### config.mk
export PLATFORM = sky130hd
export DESIGN_NAME = offset_null_calibrator
export DESIGN_NICKNAME = d
export VERILOG_FILES = /design/src/rtl/offset_null_calibrator_pkg.sv /design/src/rtl/offset_null_calibrator_accumulator.sv /design/src/rtl/offset_null_calibrator.sv
export SDC_FILE = /design/constraint.sdc
export NUM_CORES = 1
export LEC_CHECK = 0
export CELL_PAD_IN_SITES_DETAIL_PLACEMENT = 1
export CELL_PAD_IN_SITES_GLOBAL_PLACEMENT = 2
export CORE_MARGIN = 2
export CORE_UTILIZATION = 28
export DETAILED_ROUTE_END_ITERATION = 16
export GPL_TIMING_DRIVEN = 0
export PLACE_DENSITY_LB_ADDON = 0.1
export SYNTH_ARGS = -nofsm -noshare
export SYNTH_HDL_FRONTEND = slang
export SYNTH_HIERARCHICAL = 1
export SYNTH_SLANG_ARGS = --single-unit
### constraint.sdc
create_clock -name clk -period 2.3 [get_ports clk]
set_input_delay 0.23 -clock clk [delete_from_list [all_inputs] [get_ports clk]]
set_output_delay 0.23 -clock clk [all_outputs]
set_load 0.005 [all_outputs]
### src/rtl/offset_null_calibrator_pkg.sv
// Shared types and constants for the offset-null calibration controller.
package offset_null_calibrator_pkg;

    typedef enum logic [2:0] {
        ST_IDLE   = 3'd0,
        ST_SETTLE = 3'd1,
        ST_ACCUM  = 3'd2,
        ST_DECIDE = 3'd3,
        ST_DONE   = 3'd4
    } cal_state_e;

    localparam int DEF_WIDTH      = 16;
    localparam int DEF_AVG_LOG2   = 3;
    // Raw output offset of the amplifier model driven by the bench.
    localparam int AMP_RAW_OFFSET = 5;

endpackage

### src/rtl/offset_null_calibrator_accumulator.sv
// Signed sample accumulator with clear/enable; sized so 2^AVG_LOG2 samples never overflow.
module offset_accumulator
    import offset_null_calibrator_pkg::*;
#(
    parameter int WIDTH    = DEF_WIDTH,
    parameter int AVG_LOG2 = DEF_AVG_LOG2
) (
    input  logic                              clk,
    input  logic                              rst_n,
    input  logic                              clear_i,
    input  logic                              enable_i,
    input  logic signed [WIDTH-1:0]           sample_i,
    output logic signed [WIDTH+AVG_LOG2-1:0]  sum_o,
    output logic        [AVG_LOG2:0]          count_o
);

    localparam int AW = WIDTH + AVG_LOG2;

    logic signed [AW-1:0]     sum_q;
    logic        [AVG_LOG2:0] count_q;

    // Running sum and sample count; clear wins over enable.
    always_ff @(posedge clk or negedge rst_n) begin
        if (!rst_n) begin
            sum_q   <= {AW{1'b0}};
            count_q <= {(AVG_LOG2+1){1'b0}};
        end else if (clear_i) begin
            sum_q   <= {AW{1'b0}};
            count_q <= {(AVG_LOG2+1){1'b0}};
        end else if (enable_i) begin
            sum_q   <= sum_q + {{AVG_LOG2{sample_i[WIDTH-1]}}, sample_i};
            count_q <= count_q + {{AVG_LOG2{1'b0}}, 1'b1};
        end else begin
            sum_q   <= sum_q;
            count_q <= count_q;
        end
    end

    assign sum_o   = sum_q;
    assign count_o = count_q;

endmodule

### src/rtl/offset_null_calibrator.sv
// Calibration FSM: shorts the amp inputs, averages its output offset and latches the null decision.
module offset_null_calibrator
    import offset_null_calibrator_pkg::*;
#(
    parameter int WIDTH         = DEF_WIDTH,
    parameter int AVG_LOG2      = DEF_AVG_LOG2,
    parameter int SETTLE_CYCLES = 2,
    parameter int THRESHOLD     = 2
) (
    input  logic                    clk,
    input  logic                    rst_n,
    input  logic                    start,
    input  logic signed [WIDTH-1:0] amp_out,
    output logic                    cal_mode,
    output logic signed [WIDTH-1:0] cal_v_plus,
    output logic signed [WIDTH-1:0] cal_v_minus,
    output logic                    offset_null1,
    output logic                    offset_null2,
    output logic signed [WIDTH-1:0] offset_est,
    output logic                    busy,
    output logic                    done,
    output logic                    cal_valid
);

    localparam int AW = WIDTH + AVG_LOG2;
    localparam int CW = AVG_LOG2 + 1;
    localparam int SW = $clog2(SETTLE_CYCLES + 1);
    localparam logic [SW-1:0]  SETTLE_LAST = SW'(SETTLE_CYCLES - 1);
    localparam logic [CW-1:0]  LAST_SAMPLE = CW'((2 ** AVG_LOG2) - 1);
    localparam logic [WIDTH:0] THR_EXT     = (WIDTH+1)'(THRESHOLD);

    // Magnitude in one extra bit so the most negative value stays exact.
    function automatic logic [WIDTH:0] abs_ext(input logic signed [WIDTH-1:0] v);
        logic signed [WIDTH:0] e;
        e = {v[WIDTH-1], v};
        if (e[WIDTH]) begin
            abs_ext = -e;
        end else begin
            abs_ext = e;
        end
    endfunction

    cal_state_e              state_q, state_d;
    logic [SW-1:0]           settle_q, settle_d;
    logic                    cal_mode_q, cal_mode_d;
    logic                    null1_q, null1_d;
    logic                    null2_q, null2_d;
    logic signed [WIDTH-1:0] est_q, est_d;
    logic                    busy_q, busy_d;
    logic                    done_q, done_d;
    logic                    valid_q, valid_d;

    logic                    acc_clear_s;
    logic                    acc_en_s;
    logic signed [AW-1:0]    sum_s;
    logic [CW-1:0]           count_s;
    logic signed [WIDTH-1:0] mean_s;
    logic                    unused_low_s;

    offset_accumulator #(
        .WIDTH    (WIDTH),
        .AVG_LOG2 (AVG_LOG2)
    ) u_acc (
        .clk      (clk),
        .rst_n    (rst_n),
        .clear_i  (acc_clear_s),
        .enable_i (acc_en_s),
        .sample_i (amp_out),
        .sum_o    (sum_s),
        .count_o  (count_s)
    );

    // Dropping the low AVG_LOG2 bits is an arithmetic shift, i.e. floor division.
    assign mean_s       = sum_s[AW-1:AVG_LOG2];
    assign unused_low_s = ^sum_s[AVG_LOG2-1:0];

    // Next-state and next-output logic.
    always_comb begin
        state_d     = state_q;
        settle_d    = settle_q;
        cal_mode_d  = cal_mode_q;
        null1_d     = null1_q;
        null2_d     = null2_q;
        est_d       = est_q;
        valid_d     = valid_q;
        done_d      = 1'b0;
        acc_clear_s = 1'b0;
        acc_en_s    = 1'b0;
        case (state_q)
            ST_IDLE: begin
                if (start) begin
                    state_d     = ST_SETTLE;
                    settle_d    = {SW{1'b0}};
                    cal_mode_d  = 1'b1;
                    null1_d     = 1'b0;
                    null2_d     = 1'b0;
                    acc_clear_s = 1'b1;
                end else begin
                    state_d = ST_IDLE;
                end
            end
            ST_SETTLE: begin
                if (settle_q == SETTLE_LAST) begin
                    state_d = ST_ACCUM;
                end else begin
                    settle_d = settle_q + {{(SW-1){1'b0}}, 1'b1};
                end
            end
            ST_ACCUM: begin
                acc_en_s = 1'b1;
                if (count_s == LAST_SAMPLE) begin
                    state_d = ST_DECIDE;
                end else begin
                    state_d = ST_ACCUM;
                end
            end
            ST_DECIDE: begin
                est_d      = mean_s;
                null1_d    = (abs_ext(mean_s) >= THR_EXT);
                null2_d    = 1'b0;
                done_d     = 1'b1;
                cal_mode_d = 1'b0;
                valid_d    = 1'b1;
                state_d    = ST_DONE;
            end
            ST_DONE: begin
                state_d = ST_IDLE;
            end
            default: begin
                state_d = ST_IDLE;
            end
        endcase
        busy_d = (state_d != ST_IDLE);
    end

    // State and output registers.
    always_ff @(posedge clk or negedge rst_n) begin
        if (!rst_n) begin
            state_q    <= ST_IDLE;
            settle_q   <= {SW{1'b0}};
            cal_mode_q <= 1'b0;
            null1_q    <= 1'b0;
            null2_q    <= 1'b0;
            est_q      <= {WIDTH{1'b0}};
            busy_q     <= 1'b0;
            done_q     <= 1'b0;
            valid_q    <= 1'b0;
        end else begin
            state_q    <= state_d;
            settle_q   <= settle_d;
            cal_mode_q <= cal_mode_d;
            null1_q    <= null1_d;
            null2_q    <= null2_d;
            est_q      <= est_d;
            busy_q     <= busy_d;
            done_q     <= done_d;
            valid_q    <= valid_d;
        end
    end

    assign cal_mode     = cal_mode_q;
    assign cal_v_plus   = {WIDTH{1'b0}};
    assign cal_v_minus  = {WIDTH{1'b0}};
    assign offset_null1 = null1_q;
    assign offset_null2 = null2_q;
    assign offset_est   = est_q;
    assign busy         = busy_q;
    assign done         = done_q;
    assign cal_valid    = valid_q;

endmodule

# Word level (Yosys, flattened, before mapping)
# Index checks and enable logic that the tools add are counted.
[word_totals]
word_cells = 52
reg_bits = 50
inputBits = 19
[op_classes]
reduce_logical = 7
eq_ne = 7
n_lt_le_gt_ge = 1
n_addsub = 4
mux = 22
[op_table]
columns = ["cell", "count"]
rows = [
  ["19-bit two-way mux", 2],
  ["17-bit two-way mux", 2],
  ["19-bit adder", 1],
  ["17-bit by 2-bit >= comparator with 1-bit output, second input constant", 1],
  ["16-bit negation with 17-bit output", 1],
  ["3-bit case mux with 4 select lines", 1],
  ["1-bit two-way mux", 8],
  ["4-bit two-way mux", 2],
  ["3-bit by 2-bit == test with 1-bit output, second input constant", 2],
  ["1-bit case mux with 2 select lines", 3],
  ["2-bit nonzero test", 3],
  ["4-bit by 1-bit adder with 4-bit output, second input constant", 1],
  ["4-bit by 3-bit == test with 1-bit output, second input constant", 1],
  ["2-bit two-way mux", 2],
  ["2-bit inequality test, second input constant", 2],
  ["2-bit case mux with 2 select lines", 1],
  ["3-bit by 1-bit == test with 1-bit output, second input constant", 1],
  ["3-bit logical NOT", 1],
  ["3-bit two-way mux", 1],
  ["3-bit AND reduction", 1],
  ["3-bit nonzero test", 1],
  ["2-bit by 1-bit adder with 2-bit output, second input constant", 1],
  ["2-bit by 1-bit == test with 1-bit output, second input constant", 1],
  ["2-bit AND reduction", 1],
]

# Depth between registers and ports, before layout
[depth]
depth_word = 5
depth_mapped = 9

# Modules after synthesis
# Netlist, hierarchy kept.
[by_module_without_submodules]
columns = ["module", "instances", "cells_each", "area_each_um2", "seq_area_each_um2"]
rows = [
  ["offset_accumulator", 1, 206, 1829.3, 575.6],
  ["offset_null_calibrator", 1, 206, 1710.4, 650.6],
]

# Worst setup path before layout
# OpenSTA, ideal clock, no wires.
[synth_timing]
path_type = "reg-to-reg"
from = "register u_acc.sum_q[0], in the netlist u_acc/sum_o[0]"
to = "register u_acc.sum_q[18], in the netlist u_acc/sum_o[18]"
required_ps = 2222
period_less_slack_ps = 2244
n_path_buf = 0
stages_incl_launch_ff = 9
slack_ps = 56
t_arrival_ps = 2166
cell_sequence = "dfrtp_1 > ha_1 > fa_1 > a21o_1 > a31o_2 > a211oi_1 > nand3b_1 > a31o_2 > a21oi_1"
[synth_via]
elab_chain_cells = 3
[synth_lines]
columns = ["element", "line", "rtl"]
rows = [
  ["start, declared", "offset_null_calibrator_accumulator.sv:19", "logic signed [AW-1:0] sum_q;"],
  ["start signal, assigned", "offset_null_calibrator_accumulator.sv:25", "sum_q <= {AW{1'b0}};"],
  ["start signal, assigned", "offset_null_calibrator_accumulator.sv:28", "sum_q <= {AW{1'b0}};"],
  ["start signal, assigned", "offset_null_calibrator_accumulator.sv:31", "sum_q <= sum_q + {{AVG_LOG2{sample_i[WIDTH-1]}}, sample_i};"],
  ["19-bit adder", "offset_null_calibrator_accumulator.sv:31", ""],
  ["19-bit two-way mux", "offset_null_calibrator_accumulator.sv:30", "end else if (enable_i) begin"],
  ["19-bit two-way mux", "offset_null_calibrator_accumulator.sv:27", "end else if (clear_i) begin"],
]
# No other way between the ends. The select of a mux whose other input is x is not followed.
# A chain may end at the register's enable or synchronous reset.

# Worst setup path after layout
[layout_timing]
from = "register u_acc.sum_q[8], in the netlist u_acc/sum_o[8]"
to = "register u_acc.sum_q[18], in the netlist u_acc/sum_o[18]"
# Same word-level chain as after synthesis.

==> results <==
stage by stage:
stage	power, mW	setup WS [ns]	instance area [um2]	std cells	TNS, ns
after detailed placement	4.689	-0.6697	4287	656	-10.55
after global routing	6.387	-0.07765	4703	674	-0.2596
final	5.857	-0.01841	4703	674	-0.01841
after CTS	5.783	-0.02081	4623	670	-0.02081
after floorplan	3.651	0.05610	3660	444	0
after global placement	4.604	-1.094	4265	655	-49.82
area by class of cell:
class / count / area [um2] / area share (%)
Clock buffer: 7 / 142.6 / 3.033
Buffer: 50 / 349.1 / 7.422
Timing Repair Buffer: 50 / 483.0 / 10.27
Multi-Input combinational cell: 335 / 2210 / 46.98
Tap cell: 172 / 215.2 / 4.576
Inverter: 10 / 37.54 / 0.7981
Sequential cell: 49 / 1236 / 26.28
Clock inverter: 1 / 30.03 / 0.6385
routing by layer:
metal	share of wire [%]	track usage (%)	up-vias
met5	0	0	-
met4	1.2	3.730	0
met3	3.1	1.920	7
met2	48	26.55	57
met1	48	20.61	1564
li1	-	-	1583
cell usage in the layout (no fill, tap or decap), types with 5 or more instances in the layout:
cell | synthesis | layout
o21ai_0 | 16 | 15
nand2b_1 | 8 | 8
nand3_1 | 7 | 7
xor2_1 | 5 | 5
nor2_1 | 33 | 33
mux2i_1 | 8 | 8
clkbuf_1 | 8 | 7
clkdlybuf4s50_1 | 0 | 38
xnor2_1 | 8 | 8
nand4_1 | 9 | 9
o21ai_1 | 5 | 6
nor4_1 | 5 | 5
clkbuf_16 | 0 | 5
dfrtp_1 | 49 | 41
conb_1 | 1 | 33
inv_1 | 9 | 9
a21o_1 | 12 | 12
ha_1 | 21 | 15
nand3b_1 | 6 | 6
dfrtp_2 | 0 | 8
a21oi_1 | 25 | 24
nor3_1 | 7 | 5
buf_4 | 35 | 44
nor2b_1 | 5 | 5
nand2_1 | 63 | 62
worst min-delay path by stage:
stage	startpoint	end	slack [ns]	cells past startpoint
after floorplan	rst_n	busy	-0.07	0
after detailed placement	rst_n	settle_q[1]	0.28	1
after CTS	cal_valid	cal_valid	0.47	1
after global placement	cal_valid	cal_valid	0.45	1
final	cal_valid	cal_valid	0.46	1
after global routing	cal_valid	cal_valid	0.48	1
power by group:
group,switching (mW),leakage (nW),internal (mW)
Clock,0.314,0.0841,0.544
Sequential,0.357,0.637,1.19
Combinational,1.88,1.43,1.58
Total,2.55,2.15,3.31
repair_timing:
item	CTS	global route
hold buffers	1	0
endpoints found under the setup margin	23	20
setup buffers	5	4
gates resized for setup	30	12
endpoints found under the hold margin	24	0
pin swaps	7	6
kinds of logic (layout without fill, tap and decap cells):
| family | count (synthesis) | count (layout) | share of synthesized area (%) |
|---|---|---|---|
| simple gates | 161 | 161 | 22.59 |
| compound gates | 97 | 97 | 18.45 |
| buf+inv | 60 | 118 | 10.43 |
| flops | 49 | 49 | 34.64 |
| fa+ha+maj | 22 | 22 | 7.989 |
| xor+xnor | 13 | 13 | 3.217 |
| mux | 9 | 9 | 2.580 |
| other cells | 1 | 33 | 0.1059 |
flip-flops by register name, indices dropped and copies added, names as in the netlist:
| name | flops |
|---|---|
| u_acc/sum_o | 19 |
| offset_est | 16 |
| u_acc/count_o | 4 |
| state_q | 3 |
| settle_q | 2 |
| busy | 1 |
| cal_mode | 1 |
| cal_valid | 1 |
| done | 1 |
| offset_null1 | 1 |
==> impl_metrics.csv <==
group,metric,value,unit
synth,synth_top_area_share,34.64,%
routing,antenna_left,0,
critical_path,r2r_start,"u_acc/sum_o[8]",
synth,synth_cell_types,68,
critical_path,reg2reg_to,"u_acc/sum_o[18]",
clock_network,clock_latency,0.29,ns
critical_path,crit_fanout,8,
clock_network,path_clk_slew,0.06,ns
pwr,power_density,1245,mW/mm2
critical_path,crit_cells,8,
synth,synth_area,0.003540,mm2
final_layout,diodes,0,
floorplan,io_pins,73,
grt,grt_pass1_wl,16490,um
floorplan,coreArea,0.01247,mm2
floorplan,initial_core_util,28.40,%
hold_path,hold_class,"reg2reg",
sta,rsz0062_at_grt,"true",
grt,grt_overflow,0,
routing,via_per_inst,4.764,
place,gp_congestion,0.7754,
routing,first_iter_violations,112,
place,port_buffers,39,
status,status,"finished with violations",
final_layout,syn2layout_area_growth,32.87,%
floorplan,die_h,116.4,um
synth,async_flop_share,100.0,%
clock_network,cts_buffers,5,
sta,slew_viol_final,0,
critical_path,cp-endpoint,"u_acc/sum_o[18]",
critical_path,max_stage_delay,0.42,ns
job,cap_violations,0,
sta,fmax,431.3,MHz
critical_path,crit_required,2.52,ns
sta,clock_skew,0.002709,ns
synth,synth_common_cells,"nand2_1 (63), dfrtp_1 (49), buf_4 (35)",
sta,setup_violations,1,
routing,vias,3211,
sta,holdWs,0.4643,ns
synth,yosysMostFrequentCell,"nand2_1",
synth,synth_edf_count,0,
critical_path,startpoint,"u_acc/sum_o[8]",
clock_network,max-clock-path-buffers,2,
synth,yosys_register_bits,49,
pwr,max-vdd-ir-drop,0.3593,mV
place,hpwlAfterDp,7637,um
clock_network,cts_root_buf,"clkbuf_16",
critical_path,path_buf_inv,1,
synth,syn_inst,412,
grt,antenna_found_initial,0,
critical_path,cp_top_family,"compound AO/OA/AOI/OAI gates",
status,violations,"negative setup slack",
final_layout,final_util,37.73,%
sta,tightest_slew,0.7620,ns
pwr,p_leak,2.150,nW
floorplan,die_area,0.01356,mm2
critical_path,slowest_stage,"dfrtp_2",
synth,ys.warnings.count,6,
sta,layout_setup_ws,-0.01841,ns
synth,ys_seq_area_share,34.64,%
grt,grt_pass1_vias,3207,
sta,fin_crit_sh,100.8,%
critical_path,arrival,2.54,ns
final_layout,nets,542,
sta,finalHoldViolations,0,
grt,grt_max_degree,26,
routing,routedWlPerCell,15.03,um
grt,grt.total_usage,15.42,%
synth,ys_top_cells_by_area,"dfrtp_1 (35%), buf_4 (7.4%), ha_1 (7.4%)",
sta,period_minus_slack,2.318,ns
routing,wirelength,10130,um
synth,synthFlopType,"dfrtp_1",
synth,avgSynthCellArea,8.591,um2
critical_path,cp-start-kind,"flip-flop",
critical_path,ff2ff_path_depth,8,
clock_network,cts_sinks,49,
clock_network,htreeDepth,2,
final_layout,fill_cells,1484,
sta,maxSlewHeadroom,49.01,%
critical_path,path_class,"reg2reg",
critical_path,r2r_slack,-0.02,ns
synth,yosysTopAreaCell,"dfrtp_1",
critical_path,end_kind,"flip-flop",
floorplan,std_cell_rows,41,
critical_path,path_cells,"ha_1, buf_6, nand4_1, a211oi_2, a211oi_4, or3_1, a31o_2, a21oi_2",
floorplan,die_w,116.4,um
routing,firstDrtPassIters,4,
routing,drc,0,
clock_network,cts_tree,"built",
final_layout,drive_above_1_share,19.12,%
No activity file was read; power rests on OpenSTA's default activity.
